### config.mk
export PLATFORM = sky130hd
export DESIGN_NAME = apb_wait_slave_flat
export DESIGN_NICKNAME = d
export VERILOG_FILES = /design/src/rtl/apb_wait_slave_pkg.sv /design/src/rtl/apb_wait_slave_if.sv /design/src/rtl/apb_wait_slave_regs.sv /design/src/rtl/apb_wait_slave.sv /design/src/flat_wrapper.sv
export SDC_FILE = /design/constraint.sdc
export NUM_CORES = 1
export LEC_CHECK = 0
export BUFFER_PORTS_ARGS = -buffer_cell sky130_fd_sc_hd__buf_4
export CORE_AREA = 2 2 112 125
export DETAILED_ROUTE_END_ITERATION = 8
export DIE_AREA = 0 0 114 127
export GPL_ROUTABILITY_DRIVEN = 1
export GPL_TIMING_DRIVEN = 0
export HOLD_SLACK_MARGIN = 0.05
export PLACE_DENSITY = 0.75
export SYNTH_ARGS = -nofsm -noshare
export SYNTH_HDL_FRONTEND = slang
export SYNTH_SLANG_ARGS = --single-unit
export TNS_END_PERCENT = 10
### constraint.sdc
create_clock -name clk -period 4.5 [get_ports clk]
set_clock_uncertainty 0.15 [all_clocks]
set_input_delay 0.45 -clock clk [delete_from_list [all_inputs] [get_ports clk]]
set_output_delay 0.45 -clock clk [all_outputs]
set_load 0.01 [all_outputs]
### src/rtl/apb_wait_slave_pkg.sv
// Shared widths and FSM state type for the APB wait-state slave.
package apb_pkg;

  localparam int unsigned ADDR_W = 8;
  localparam int unsigned DATA_W = 8;
  localparam int unsigned SEL_W  = 2;
  localparam int unsigned WAIT_W = 4;

  typedef enum logic [1:0] {
    IDLE   = 2'd0,
    SETUP  = 2'd1,
    ACCESS = 2'd2
  } state_t;

endpackage

### src/rtl/apb_wait_slave_if.sv
// APB-style bus between a master and apb_wait_slave.
// sel/enable/write/addr/wdata/wait_cycles flow master->slave;
// rdata/ready flow slave->master.
interface apb_wait_slave_if
  import apb_pkg::*;
  ();

  logic [SEL_W-1:0]  sel;
  logic              enable;
  logic              write;
  logic [ADDR_W-1:0] addr;
  logic [DATA_W-1:0] wdata;
  logic [WAIT_W-1:0] wait_cycles;
  logic [DATA_W-1:0] rdata;
  logic              ready;

  modport master (
    output sel, enable, write, addr, wdata, wait_cycles,
    input  rdata, ready
  );

  modport slave (
    input  sel, enable, write, addr, wdata, wait_cycles,
    output rdata, ready
  );

endinterface

### src/rtl/apb_wait_slave_regs.sv
// DEPTH x DATA_W register file with asynchronous clear.
// Ports: clk, reset, single write port (we_i, waddr_i, wdata_i),
// combinational read port (raddr_i -> rdata_o).
module apb_slave_regs
  import apb_pkg::*;
#(
  parameter int unsigned DEPTH = 16,
  parameter int unsigned AW    = (DEPTH > 1) ? $clog2(DEPTH) : 1
) (
  input  logic              clk,
  input  logic              reset,
  input  logic              we_i,
  input  logic [AW-1:0]     waddr_i,
  input  logic [DATA_W-1:0] wdata_i,
  input  logic [AW-1:0]     raddr_i,
  output logic [DATA_W-1:0] rdata_o
);

  logic [DATA_W-1:0] mem_q [DEPTH];

  always_ff @(posedge clk or posedge reset) begin
    if (reset) begin
      for (int i = 0; i < int'(DEPTH); i++) mem_q[i] <= '0;
    end else if (we_i) begin
      mem_q[waddr_i] <= wdata_i;
    end
  end

  assign rdata_o = mem_q[raddr_i];

endmodule

### src/rtl/apb_wait_slave.sv
// APB slave with a per-transfer programmable number of wait states.
// Ports: clk, reset (async, active-high), bus (apb_wait_slave_if.slave).
// IDLE captures a setup phase (sel hit, enable low), SETUP registers read
// data, ACCESS counts down wait states under enable and completes when the
// counter reaches zero. Losing sel in SETUP/ACCESS aborts the transfer.
module apb_wait_slave
  import apb_pkg::*;
#(
  parameter int unsigned SLAVE_ID = 1,
  parameter int unsigned DEPTH    = 16
) (
  input  logic             clk,
  input  logic             reset,
  apb_wait_slave_if.slave  bus
);

  localparam int unsigned AW = (DEPTH > 1) ? $clog2(DEPTH) : 1;
  localparam logic [ADDR_W:0] DEPTH_L = (ADDR_W+1)'(DEPTH);

  state_t            state_q, state_d;
  logic [WAIT_W-1:0] cnt_q, cnt_d;
  logic [ADDR_W-1:0] addr_q, addr_d;
  logic [DATA_W-1:0] wdata_q, wdata_d;
  logic              write_q, write_d;
  logic [DATA_W-1:0] rdata_q, rdata_d;

  logic              sel_hit;
  logic              in_range;
  logic              mem_we;
  logic              ready_c;
  logic [DATA_W-1:0] mem_rdata;

  assign sel_hit  = (bus.sel == SEL_W'(SLAVE_ID));
  assign in_range = ({1'b0, addr_q} < DEPTH_L);

  apb_slave_regs #(
    .DEPTH (DEPTH),
    .AW    (AW)
  ) u_regs (
    .clk     (clk),
    .reset   (reset),
    .we_i    (mem_we),
    .waddr_i (addr_q[AW-1:0]),
    .wdata_i (wdata_q),
    .raddr_i (addr_q[AW-1:0]),
    .rdata_o (mem_rdata)
  );

  // State and transfer context registers.
  always_ff @(posedge clk or posedge reset) begin
    if (reset) begin
      state_q <= IDLE;
      cnt_q   <= '0;
      addr_q  <= '0;
      wdata_q <= '0;
      write_q <= 1'b0;
      rdata_q <= '0;
    end else begin
      state_q <= state_d;
      cnt_q   <= cnt_d;
      addr_q  <= addr_d;
      wdata_q <= wdata_d;
      write_q <= write_d;
      rdata_q <= rdata_d;
    end
  end

  // Next-state, wait counter, read capture and write strobe.
  always_comb begin
    state_d = state_q;
    cnt_d   = cnt_q;
    addr_d  = addr_q;
    wdata_d = wdata_q;
    write_d = write_q;
    rdata_d = rdata_q;
    mem_we  = 1'b0;
    // Ready is gated by sel so an abort in the final cycle never shows ready.
    ready_c = (state_q == ACCESS) && (cnt_q == '0) && sel_hit;

    case (state_q)
      IDLE: begin
        // enable high here is not a setup phase and is ignored.
        if (sel_hit && !bus.enable) begin
          addr_d  = bus.addr;
          wdata_d = bus.wdata;
          write_d = bus.write;
          cnt_d   = bus.wait_cycles;
          state_d = SETUP;
        end
      end
      SETUP: begin
        if (!sel_hit) begin
          state_d = IDLE;
        end else begin
          if (!write_q) rdata_d = in_range ? mem_rdata : '0;
          state_d = ACCESS;
        end
      end
      ACCESS: begin
        if (!sel_hit) begin
          state_d = IDLE;
        end else if (cnt_q != '0) begin
          if (bus.enable) cnt_d = cnt_q - WAIT_W'(1);
        end else if (bus.enable) begin
          mem_we  = write_q && in_range;
          state_d = IDLE;
        end
      end
      default: state_d = IDLE;
    endcase
  end

  assign bus.ready = ready_c;
  assign bus.rdata = rdata_q;

endmodule

### src/flat_wrapper.sv
// flat-port wrapper written by rule: the top's interface ports become plain ports
module apb_wait_slave_flat import apb_pkg::*;
#(
  parameter int unsigned SLAVE_ID = 1,
  parameter int unsigned DEPTH    = 16
)
  (clk, reset, bus_sel, bus_enable, bus_write, bus_addr, bus_wdata, bus_wait_cycles, bus_rdata, bus_ready);
  apb_wait_slave_if bus_i ();
  input  logic clk;
  input  logic reset;
  input wire logic [$bits(bus_i.sel)-1:0] bus_sel;
  input wire logic [$bits(bus_i.enable)-1:0] bus_enable;
  input wire logic [$bits(bus_i.write)-1:0] bus_write;
  input wire logic [$bits(bus_i.addr)-1:0] bus_addr;
  input wire logic [$bits(bus_i.wdata)-1:0] bus_wdata;
  input wire logic [$bits(bus_i.wait_cycles)-1:0] bus_wait_cycles;
  output wire logic [$bits(bus_i.rdata)-1:0] bus_rdata;
  output wire logic [$bits(bus_i.ready)-1:0] bus_ready;
  assign bus_i.sel = bus_sel;
  assign bus_i.enable = bus_enable;
  assign bus_i.write = bus_write;
  assign bus_i.addr = bus_addr;
  assign bus_i.wdata = bus_wdata;
  assign bus_i.wait_cycles = bus_wait_cycles;
  assign bus_rdata = bus_i.rdata;
  assign bus_ready = bus_i.ready;
  apb_wait_slave #(.SLAVE_ID(SLAVE_ID), .DEPTH(DEPTH)) u_core (.clk(clk), .reset(reset), .bus(bus_i));
endmodule
==> run metrics <==
CORE AREA=13100 sq um; most common cell in the netlist=dfrtp_1; DR WL/cell=around 23 um; Post-synth top flop=dfrtp_1; Cell variety after synth=35; max cap viols=0; minimum clock period=approximately 3.4 ns; Final TNS setup=0 ns; clk root buf=clkbuf_16; final wirelength=between 15 and 20 mm; final worst-path cycle share=76.1%; Min-Delay Path Class=input pin to flip-flop; die span in x=approximately 110 um; clock group share of total power=approximately 46%; row cnt=44; post-route DRC violation count=0; Setup WS post-layout=1.08 ns; diode count=0; Worst Setup Path Type=flip-flop to flip-flop; pwr dens=424 nW/um^2; number of global-route vias before repair=between 4000 and 5000; Critical path origin=u_core.cnt_q[0]$_DFFE_PP0P_; fmax=between 200 and 300 MHz; Mapped Cells=about 480; die span in y=127 um; Max Slew Vio Count=0; Logic pwr share=a little over a tenth; grt total ovfl=0; H-tree Lvls=4; setup bufs post-CTS=0; Worst-path clk slew=about 0.060 ns; FF+latch count, synth=~160; Yosys warning total=0; Flop pwr share=43.4%; Post-synth top cells=dfrtp_1, mux2_2, mux4_2; post-CTS resize count=0; top-area cell type share of the netlist area=55.7%; Tightest Pin Transition=just over 0.9 ns; Seq/Total Area, Yosys=between 50% and 60%; Critical Path Slowest Stage Cell=nor4_1; Slew headroom=38.8%; Worst setup SP type=flip-flop; maximum buffer depth of the clock tree=2; Starting Density=~55%; gr usage total=between 20 and 25%; Net Sw Frac=between 20% and 30%; Cell Area, Synth=7150 sq um; async set or reset register ratio after synthesis=100%; routed wl met2=8.41 mm; P_int=approximately 0.0027 W; Sink Count=between 150 and 200; drt first pass iters=4; fin area=around 8400 sq um; CP required=around 4.7 ns; Nets=about 560; CP Cell Sequence=inv_1 -> ha_1 -> or3b_2 -> nor4_1 -> buf_2 -> nand4_1 -> mux2_2; worst setup path endpoint=u_core.u_regs.mem_q[102]$_DFFE_PP0P_; CP peak stage delay=0.64 ns; synth-to-layout area growth=17.1%; static leakage=approximately 4 nW; via count=around 4300; reg-to-reg slack, setup=~1.1 ns; Psw=slightly below 0.0009 W; final hold violations=0; I/O Buffers=34; Post-DP Area=around 7700 sq um; Final ANT Viol Nets=0; largest net degree at the start of global routing=39; R2R depth=7; area leader, netlist=dfrtp_1; syn_nets=about 500; Worst-Skew Late Latency=between 0.4 and 0.5 ns; RSZ-0062 raised after global routing=no; outcome=complete, no violations; Post-Route Utilization=63.9%; CP Capture Type=flip-flop; DR vias/cell=approximately 6.1; layout cells sized above 1=46.8%; initial antenna violation count=0; final setup fails=0; number of flops mapped to enable cells by yosys=0; maximum fanout along the worst path=10; dpl ws=roughly 1.1 ns; metal1 wirelength=6.60 mm; full die area=approximately 14000 sq um; FF-to-FF End=u_core.u_regs.mem_q[102]$_DFFE_PP0P_; synth top area cells=dfrtp_1, mux2_2, mux4_2, nand3_1, clkbuf_1; Arr. time, crit path=roughly 3.6 ns; Top Metal Used=met4; CTS tree=built; Mapped Avg Cell Area=roughly 15 sq um; Detail Placement HPWL=between 10 and 15 mm; reg2reg start=u_core.cnt_q[0]$_DFFE_PP0P_; first-pass GRT wire length=26.2 mm; IR drop worst, VDD=334 uV; TritonCTS buffer count=17; Placer Congestion=0.872; WL met3=approximately 830 um; initial DRC count=about 230; Top Ports=35
## layout make-up
class | count | area [sq um]
tap | 161 | 201
fill | 947 | 4730
sequential | 159 | 3980
buffer | 29 | 120
multi-input combinational | 283 | 3030
clock inverter | 12 | 213
inverter | 5 | 22.5
clock buffer | 20 | 457
timing repair buffer | 39 | 345
## kinds of logic after synthesis
family | Yosys count | synth area share [%]
mux | 177 | 32.9
flops | 159 | 55.7
simple gates | 77 | 6.39
buf+inv | 34 | 1.94
compound gates | 27 | 2.75
fa+ha+maj | 2 | 0.350
## worst min-delay path by stage
stage	start	slack (ns)	depth (start not counted)	to
floorplan	u_core.u_regs.mem_q[67]$_DFFE_PP0P_	0.30	1	u_core.u_regs.mem_q[67]$_DFFE_PP0P_
global placement	u_core.u_regs.mem_q[67]$_DFFE_PP0P_	0.31	1	u_core.u_regs.mem_q[67]$_DFFE_PP0P_
detailed placement	reset	0.30	2	u_core.u_regs.mem_q[36]$_DFFE_PP0P_
CTS	bus_wdata[3]	0.09	2	u_core.wdata_q[3]$_DFFE_PP0P_
global route	bus_wdata[4]	0.09	2	u_core.wdata_q[4]$_DFFE_PP0P_
finish	bus_wdata[3]	0.09	2	u_core.wdata_q[3]$_DFFE_PP0P_
## worst max-delay path, delay by kind of cell (launching register included)
| family | cells | cell delay (ns) |
|---|---|---|
| adder cells (fa/ha/maj) | 1 | 0.15 |
| buffers and inverters | 2 | 0.43 |
| flip-flops | 1 | 0.41 |
| multiplexers | 1 | 0.48 |
| AND/OR/NAND/NOR | 3 | 1.68 |
## power groups by stage
stage	clock network (W)	logic, W	registers (W)
after detailed placement	0	0.000382	0.00156
after global placement	0	0.000359	0.00156
after CTS	0.00164	0.000384	0.00154
after floorplan	0	0.000262	0.00153
final	0.00163	0.000378	0.00154
after global routing	0.00170	0.000417	0.00155
## state kept, by name (all words and copies together), names as in the netlist
signal               cells
u_core.addr_q            8
u_core.wdata_q           8
u_core.write_q           1
u_core.cnt_q             4
u_core.state_q           2
u_core.u_regs.mem_q    128
u_core.bus.rdata         8
## cell usage in the layout, fill, tap and decap left out, types with 3 or more instances in the layout
cell type and count:
nor3_1 5, buf_2 3, a22oi_1 8, a21oi_1 3, nor2_1 8, dfrtp_1 159, a22o_1 8, nand3_1 28
clkinv_2 5, o21ai_0 5, nand2b_1 3, clkbuf_1 23, buf_4 34, inv_1 4, bufinv_16 6, mux4_2 32
mux2_2 144, clkbuf_16 17, nand2_1 11, buf_12 4, buf_1 3, nor2b_1 5
## layer usage
layer  vias to the layer above  track usage, %
li1                       1900               -
met1                      2258            30.7
met2                       116            41.8
met3                        36            5.65
met4                         0            11.5
met5                         -               0
## through the flow
stage / hold slack [ns] / total power, W / cells
after floorplan: 0.303 / 0.00179 / 476
after global placement: 0.314 / 0.00192 / 671
after detailed placement: 0.300 / 0.00195 / 675
after CTS: 0.0854 / 0.00357 / 708
after global routing: 0.0908 / 0.00367 / 708
final: 0.0932 / 0.00355 / 708
## what timing repair did
item / 4_1_cts / 5_1_grt
hold buffers: 1 / 0
endpoints found under the setup margin: 0 / 0
hold endpoints to repair: 14 / 0
Power figures use the tool's default switching activity.
